**src/rtl/cdb_arbiter.sv**
```systemverilog
// Round-robin arbiter sharing the single ROB writeback port (CDB) between NUM_REQ functional units.
// Optional macro CDB_BYPASS_EN lets a request arriving at an empty buffer compete in the same cycle.
module cdb_arbiter #(
  parameter int NUM_REQ   = 3,
  parameter int DATA_W    = 32,
  parameter int ROB_TAG_W = 5,
  parameter int ROB_SIZE  = 16
) (
  input  logic                         clk,
  input  logic                         rst,
  input  logic                         rdy,
  input  logic                         in_flush,
  input  logic [NUM_REQ-1:0]           in_req_valid,
  input  logic [NUM_REQ*ROB_TAG_W-1:0] in_req_tag,
  input  logic [NUM_REQ*DATA_W-1:0]    in_req_value,
  output logic [NUM_REQ-1:0]           out_req_ready,
  output logic [ROB_TAG_W-1:0]         out_cdb_reorder,
  output logic [DATA_W-1:0]            out_cdb_value,
  output logic [1:0]                   out_cdb_src
);

  localparam int PTR_W = (NUM_REQ > 1) ? $clog2(NUM_REQ) : 1;
  localparam logic [ROB_TAG_W-1:0] SENTINEL = ROB_TAG_W'(ROB_SIZE);

  // Handshake: a transfer on requester i happens at a posedge where
  // in_req_valid[i] && out_req_ready[i]; requesters hold tag/value until then.
  logic [NUM_REQ-1:0]   buf_valid;
  logic [ROB_TAG_W-1:0] buf_tag   [NUM_REQ];
  logic [DATA_W-1:0]    buf_value [NUM_REQ];
  logic [PTR_W-1:0]     ptr;

  logic                 advance;
  logic [NUM_REQ-1:0]   byp;
  logic [NUM_REQ-1:0]   cand;
  logic [NUM_REQ-1:0]   grant;
  logic                 found;
  logic [PTR_W-1:0]     win;
  logic [ROB_TAG_W-1:0] win_tag;
  logic [DATA_W-1:0]    win_value;

  assign advance = rdy && !in_flush;

  // Bypass candidates: empty buffer receiving a non-sentinel transfer this cycle.
  always_comb begin
    byp = '0;
`ifdef CDB_BYPASS_EN
    for (int i = 0; i < NUM_REQ; i++) begin
      byp[i] = advance && !buf_valid[i] && in_req_valid[i] &&
               (in_req_tag[i*ROB_TAG_W +: ROB_TAG_W] != SENTINEL);
    end
`endif
    cand = buf_valid | byp;
  end

  always_comb begin
    int idx;
    idx   = 0;
    found = 1'b0;
    win   = '0;
    grant = '0;
    for (int k = 0; k < NUM_REQ; k++) begin
      idx = (int'(ptr) + k) % NUM_REQ;
      if (!found && cand[idx]) begin
        found = 1'b1;
        win   = PTR_W'(idx);
      end
    end
    if (found) grant[win] = 1'b1;
  end

  // A granted empty buffer can only mean the bypassed incoming request won.
  always_comb begin
    if (buf_valid[win]) begin
      win_tag   = buf_tag[win];
      win_value = buf_value[win];
    end else begin
      win_tag   = in_req_tag[int'(win)*ROB_TAG_W +: ROB_TAG_W];
      win_value = in_req_value[int'(win)*DATA_W +: DATA_W];
    end
  end

  always_comb begin
    for (int i = 0; i < NUM_REQ; i++) begin
      out_req_ready[i] = advance && (!buf_valid[i] || grant[i]);
    end
  end

  always_ff @(posedge clk) begin
    if (rst) begin
      buf_valid       <= '0;
      ptr             <= '0;
      out_cdb_reorder <= SENTINEL;
      out_cdb_value   <= '0;
      out_cdb_src     <= '0;
    end else if (rdy) begin
      if (in_flush) begin
        buf_valid       <= '0;
        ptr             <= '0;
        out_cdb_reorder <= SENTINEL;
      end else begin
        if (found) begin
          out_cdb_reorder <= win_tag;
          out_cdb_value   <= win_value;
          out_cdb_src     <= 2'(win);
          ptr             <= (win == PTR_W'(NUM_REQ - 1)) ? '0 : win + PTR_W'(1);
        end else begin
          out_cdb_reorder <= SENTINEL;
        end
        for (int i = 0; i < NUM_REQ; i++) begin
          if (in_req_valid[i] && out_req_ready[i]) begin
            // Sentinel tags are swallowed; a bypassed winner never lands in the buffer.
            buf_valid[i] <= (in_req_tag[i*ROB_TAG_W +: ROB_TAG_W] != SENTINEL) &&
                            !(byp[i] && grant[i]);
            buf_tag[i]   <= in_req_tag[i*ROB_TAG_W +: ROB_TAG_W];
            buf_value[i] <= in_req_value[i*DATA_W +: DATA_W];
          end else if (grant[i]) begin
            buf_valid[i] <= 1'b0;
          end
        end
      end
    end
  end

endmodule

```
**config.mk**
```make
export PLATFORM = sky130hd
export DESIGN_NAME = cdb_arbiter
export DESIGN_NICKNAME = d
export VERILOG_FILES = /design/src/rtl/cdb_arbiter.sv
export SDC_FILE = /design/constraint.sdc
export NUM_CORES = 1
export LEC_CHECK = 0
export ABC_AREA = 1
export ABC_CLOCK_PERIOD_IN_PS = 3390
export CORE_MARGIN = 3
export CORE_UTILIZATION = 56
export CTS_BUF_LIST = sky130_fd_sc_hd__clkbuf_16
export CTS_CLUSTER_DIAMETER = 80
export CTS_CLUSTER_SIZE = 16
export DETAILED_ROUTE_END_ITERATION = 8
export DONT_BUFFER_PORTS = 1
export PLACE_DENSITY = 0.85
export SYNTH_ARGS = -nofsm -noshare
export SYNTH_HDL_FRONTEND = slang
export SYNTH_SLANG_ARGS = --single-unit
```
**constraint.sdc**
```tcl
create_clock -name clk -period 3.39 [get_ports clk]
set_input_delay 0.678 -clock clk [delete_from_list [all_inputs] [get_ports clk]]
set_output_delay 0.678 -clock clk [all_outputs]
set_load 0.05 [all_outputs]
```
==> results.sh, run 1 <==
export IMPL_syn_num_nets=607
export IMPL_fmax_mhz=309
export IMPL_period_minus_slack_ps=3230
export IMPL_leakage_nw=2.28
export IMPL_critPathCapture="out_req_ready[1]"
export IMPL_clk_pin_slew_ps=60
export IMPL_cp_num_cells=11
export IMPL_ys_types=33
export IMPL_maxSlewViolCount=0
export IMPL_place_congestion=0.927
export IMPL_grt_pass1_vias=3625
export IMPL_grt_usage_pct=22.7
export IMPL_start_util_pct=57.8
export IMPL_fin_setup_tns_ps=0
export IMPL_finalSetupViolCount=0
export IMPL_ys_seq_area_share_pct=70.3
export IMPL_power_w=0.00430
export IMPL_first_pass_iters=4
export IMPL_clockRootBuffer="clkbuf_16"
export IMPL_ir_worst_vdd_mv=0.756
export IMPL_dieHeight_um=109
export IMPL_hold_viol=0
export IMPL_syn_area_mm2=0.00600
export IMPL_routed_wl_mm=13.1
export IMPL_crit_top_cell="nand2_2"
export IMPL_dpl_hpwl_mm=8.89
export IMPL_worstSkewPairLatency_ps=420
export IMPL_synth_seq_cells=155
export IMPL_reg2reg_to="out_cdb_value[26]$_SDFFE_PP0P_"
export IMPL_vias=3716
export IMPL_clk_path_buf_depth=2
export IMPL_crit_required_ps=2710
export IMPL_power_density_mw_per_mm2=632
export IMPL_syn_inst=485
export IMPL_drt_initial_drc_count=184
export IMPL_outcome="complete, no violations"
export IMPL_max_slew_margin_pct=61.2
export IMPL_cp_end_kind="output pin"
export IMPL_wl_per_cell_um=20.2
export IMPL_coreArea_mm2=0.0104
export IMPL_critPathSlowestCell="dfxtp_1"
export IMPL_min_path_type="in -> reg"
export IMPL_rows=37
export IMPL_tightest_slew_ps=581
export IMPL_layout_drive_gt1_share_pct=15.9
export IMPL_cp_top_family="simple AND/OR/NAND/NOR gates"
export IMPL_drv_cap=0
export IMPL_rrSetupSlack_ps=480
export IMPL_top_level_ports=160
export IMPL_grt_max_degree=46
export IMPL_arrival_ps=2550
export IMPL_syn_avg_cell_area_um2=12.4
export IMPL_antenna_found_initial=2
export IMPL_yosys_warnings=0
export IMPL_cts_sinks=155
export IMPL_fillers=772
export IMPL_fin_nets=620
export IMPL_syn2layout_area_growth_pct=13.4
export IMPL_die_area_mm2=0.0120
export IMPL_port_buffers=0
export IMPL_numCtsBuffers=17
export IMPL_crit_chain="inv_1 > ha_1 > inv_2 > nand2_2 > nand3_1 > nand2_2 > nand4_2 > nand2_8 > nand3_2 > nand2_1 > buf_4"
export IMPL_vias_per_cell=5.73
export IMPL_dieWidth_um=109
export IMPL_fin_skew_ps=7.63
export IMPL_critPathLaunchType="flip-flop"
export IMPL_drc=0
export IMPL_cp_num_buf_inv=3
export IMPL_cts_tree="done"
export IMPL_reg2reg_depth=14
export IMPL_crit_path_max_incr_delay_ps=380
export IMPL_finalCritPeriodShare_pct=95.4
export IMPL_crit_type="reg -> out"
export IMPL_h_tree_depth=4
export IMPL_overflow=0
export IMPL_drtAntennaViolNets=0
export IMPL_crit_fanout=22
export IMPL_critPathLaunch="ptr[0]$_SDFFE_PP0P_"
export IMPL_grt_pass1_wl_mm=19.7
export IMPL_reg2reg_from="ptr[0]$_SDFFE_PP0P_"
report_power, final:
group	internal [W]	switching (W)	leakage [nW]	total, W
sequential	0.00209	0.000101	1.36	0.00219
combinational	0.0000752	0.000148	0.610	0.000223
clock	0.00116	0.000725	0.303	0.00188
total	0.00332	0.000974	2.28	0.00430
stage by stage:
stage / area [um^2] / worst slack (ps) / hold WS [ps] / util [%] / std cells
floorplan: 6010 / 49.2 / 465 / - / 485
global placement: 6170 / 539 / 493 / 59.5 / 612
detailed placement: 6170 / 497 / 499 / 59.5 / 612
CTS: 6770 / 97.1 / 303 / 65.2 / 644
global route: 6800 / -0.175 / 309 / 65.6 / 649
finish: 6800 / 157 / 320 / 65.6 / 649
sequential cells by signal, summed over array words and instances (netlist names):
register / count
buf_value: 96
out_cdb_value: 32
buf_tag: 15
out_cdb_reorder: 5
buf_valid: 3
out_cdb_src: 2
ptr: 2
worst reg2reg max path: stages (launching register included):
cell and delay [ps]:
dfxtp_1 380, inv_1 80, ha_1 370, inv_2 110
nand2_2 80, nand3_1 90, nand2_2 110, nand4_2 240
nand2_8 240, buf_4 300, inv_2 120, buf_4 260
o21a_1 240, o21ai_1 90, a31oi_1 90
what timing repair did:
action | 4_1_cts | 5_1_grt
gates resized for setup | 0 | 1
endpoints found under the setup margin | 0 | 1
buffers inserted | 0 | 3
hold buffers | 0 | 0
per-layer routing:
layer / wire, um / vias to the layer above / global-route usage (%)
li1: - / 1771 / -
met1: 4970 / 1760 / 27.2
met2: 6680 / 159 / 36.6
met3: 1130 / 26 / 8.98
met4: 316 / 0 / 9.35
met5: 0 / - / 0
synthesized netlist by cell type, drive strengths merged:
cell / n / area, um^2
edfxtp: 111 / 3330
buf: 12 / 85.1
o21a: 32 / 240
ha: 4 / 50.1
nand4: 1 / 12.5
o211ai: 1 / 7.51
a21o: 1 / 7.51
o21ai: 41 / 209
nor2: 11 / 81.3
dfxtp: 44 / 881
nand3: 26 / 160
nor3: 1 / 16.3
a31oi: 32 / 200
nand2: 124 / 505
clkbuf: 10 / 48.8
inv: 17 / 63.8
a21oi: 11 / 55.1
and2: 2 / 15.0
nor4: 3 / 18.8
or2: 1 / 6.26
cells by family after synthesis:
logic type	count (synthesis)	synth area share [%]
AND/OR/NAND/NOR	169	13.6
flip-flops	155	70.3
AO/OA/AOI/OAI	118	12.0
buffers and inverters	39	3.30
adder cells (fa/ha/maj)	4	0.835
cell usage in the layout, fill, tap and decap left out, drive strengths merged:
cell type,count
nand2,124
edfxtp,111
dfxtp,44
o21ai,41
o21a,32
a31oi,32
nand3,26
inv,22
clkbuf,17
buf,16
a21oi,11
nor2,11
clkinv,6
ha,4
nor4,3
bufinv,3
diode,2
and2,2
nand4,1
nor3,1
o211ai,1
or2,1
a21o,1
clkinvlp,1
worst min-delay path by stage:
stage,from,end,cells past startpoint
global route,rst,out_cdb_value[17]$_SDFFE_PP0P_,1
floorplan,buf_valid[1]$_SDFFE_PP0P_,buf_valid[1]$_SDFFE_PP0P_,2
finish,rst,out_cdb_value[17]$_SDFFE_PP0P_,1
global placement,ptr[0]$_SDFFE_PP0P_,ptr[0]$_SDFFE_PP0P_,2
CTS,rst,out_cdb_value[17]$_SDFFE_PP0P_,1
detailed placement,ptr[0]$_SDFFE_PP0P_,ptr[0]$_SDFFE_PP0P_,2
final cells by class:
class | count | area [um^2] | share of cell area (%)
Sequential cell | 155 | 4210 | 62.0
Multi-Input combinational cell | 291 | 1620 | 23.8
Clock buffer | 17 | 425 | 6.25
Clock inverter | 15 | 174 | 2.56
Tap cell | 136 | 170 | 2.50
Timing Repair Buffer | 16 | 133 | 1.95
Inverter | 17 | 63.8 | 0.938
Antenna cell | 2 | 5.00 | 0.0736
Power figures use the tool's default switching activity.
==> inputs of run 2 (changes only) <==
- ABC_CLOCK_PERIOD_IN_PS: 3390 -> 3200
- CORE_UTILIZATION: 56 -> 62
- MAX_ROUTING_LAYER: unset -> met4
- PLACE_DENSITY: 0.85 -> 0.89
- clock period: 3.39 -> 3.2 ns (I/O delays scaled with it)
==> run 2 against run 1 <==
Via count grew 2.3%. Cell count decreased by 1.2%. Sequential cell count unchanged. Global-route usage grew 2.9 points. Critical path type unchanged. Wire length is 0.51% higher.
==> results.sh, run 2 (synthesis results as in run 1) <==
export IMPL_outcome="complete, no violations"
export IMPL_cts_sinks=155
export IMPL_holdBufCountCts=0
export IMPL_grt_pass1_vias=3807
export IMPL_final_common_cell="nand2_1"
export IMPL_numCtsBuffers=17
export IMPL_clk_pin_slew_ps=60
export IMPL_cts_tree="done"
export IMPL_dieWidth_um=104
export IMPL_syn2layout_area_growth_pct=13.7
export IMPL_port_buffers=0
export IMPL_coreArea_mm2=0.00933
export IMPL_min_path_type="in -> reg"
export IMPL_dpl_hpwl_mm=8.79
export IMPL_arrival_ps=2360
export IMPL_worstSkewPairLatency_ps=410
export IMPL_start_util_pct=64.3
export IMPL_design_area_mm2=0.00682
export IMPL_hold_viol=0
export IMPL_crit_required_ps=2560
export IMPL_max_slew_margin_pct=61.7
export IMPL_h_tree_depth=4
export IMPL_power_density_mw_per_mm2=678
export IMPL_fin_nets=618
export IMPL_tightest_slew_ps=574
export IMPL_ir_worst_vdd_mv=0.810
export IMPL_placed_area_mm2=0.00616
export IMPL_die_area_mm2=0.0109
export IMPL_period_minus_slack_ps=3000
export IMPL_first_pass_iters=4
export IMPL_finalSetupViolCount=0
export IMPL_clk_path_buf_depth=2
export IMPL_fillers=602
export IMPL_drc=0
export IMPL_vias=3800
export IMPL_layout_drive_gt1_share_pct=16.1
export IMPL_drt_initial_drc_count=264
export IMPL_overflow=0
export IMPL_dieHeight_um=104
export IMPL_routed_wl_mm=13.2
export IMPL_fmax_mhz=333
export IMPL_cp_end_kind="output pin"
export IMPL_leakage_nw=2.26
export IMPL_grt_max_degree=46
export IMPL_critPathLaunchType="flip-flop"
export IMPL_place_congestion=0.950
export IMPL_wl_per_cell_um=20.5
export IMPL_fin_skew_ps=7.62
export IMPL_maxSlewViolCount=0
export IMPL_fin_setup_tns_ps=0
export IMPL_drv_cap=0
export IMPL_largest_register="buf_value"
export IMPL_antenna_found_initial=4
export IMPL_crit_type="reg -> out"
export IMPL_rsz0062_at_grt="false"
export IMPL_clockRootBuffer="clkbuf_16"
export IMPL_drtAntennaViolNets=0
export IMPL_grt_pass1_wl_mm=20.4
export IMPL_crit_fanout=6
export IMPL_vias_per_cell=5.93
export IMPL_largest_reg_flops=96
export IMPL_whs_ps=297
export IMPL_top_regs="buf_value: 96 flops, out_cdb_value: 32 flops, buf_tag: 15 flops"
export IMPL_top_level_ports=160
export IMPL_rows=35
export IMPL_finalCritPeriodShare_pct=93.8
export IMPL_grt_usage_pct=25.5
export IMPL_final_cell_mix="116 x nand2_1, 111 x edfxtp_1, 44 x dfxtp_1"
[run 2: what timing repair did]
action	in CTS	in global routing
resized for setup	0	5
buffers inserted	2	0
pin swaps	1	0
endpoints found under the setup margin	1	7
[run 2: power by group]
group	switching [W]	internal, W
Sequential	0.000107	0.00221
Clock	0.000825	0.00125
Combinational	0.000156	0.0000798
[run 2: worst paths after layout]
check                                    startpoint                         endpoint  slack (ps)  depth (start not counted)
worst min register to register  ptr[0]$_SDFFE_PP0P_              ptr[0]$_SDFFE_PP0P_         520                          2
worst max register to register  ptr[1]$_SDFFE_PP0P_   out_cdb_value[31]$_SDFFE_PP0P_         330                         16
worst max-delay path            ptr[1]$_SDFFE_PP0P_                 out_req_ready[2]         200                         12
worst min-delay path                            rst  out_cdb_reorder[3]$_SDFFE_PP0P_         300                          1
[run 2: routing by layer]
layer	GRT usage (%)	up-vias	wire [um]
met5	-	-	0
met1	28.9	1825	5050
met3	8.88	24	1050
met2	41.6	180	6750
li1	-	1771	-
met4	10.4	0	307
[run 2: per-stage QoR]
stage / util [%] / total power, W / setup WS [ps] / instances
6_report: 73.1 / 0.00462 / 198 / 641
5_1_grt: 73.1 / 0.00478 / 44.7 / 641
4_1_cts: 72.8 / 0.00465 / 32.6 / 637
3_5_place_dp: 66.1 / 0.00259 / 236 / 604
3_3_place_gp: 66.1 / 0.00258 / 413 / 604
2_1_floorplan: - / 0.00254 / 89.8 / 485
[run 2: cell type report]
| type | count | area (um^2) | share of cell area (%) |
|---|---|---|---|
| clock inverters | 14 | 185 | 2.72 |
| multi-input cells | 291 | 1620 | 23.8 |
| repair buffers | 14 | 130 | 1.91 |
| diodes | 4 | 10.0 | 0.147 |
| flip-flops and latches | 155 | 4210 | 61.8 |
| inverters | 17 | 70.1 | 1.03 |
| well taps | 129 | 161 | 2.37 |
| clock buffers | 17 | 425 | 6.24 |
[run 2: worst max-delay path: stages, from the launching register on]
cell        delay, ps
dfxtp_1           430
inv_1              90
ha_1              280
inv_2             100
nand2_1            60
nand3_2            80
nand2_4            90
nand3_2           150
nor2_8             60
nor2_8            160
nand2_1            80
nand2_1           110
clkinvlp_4        260
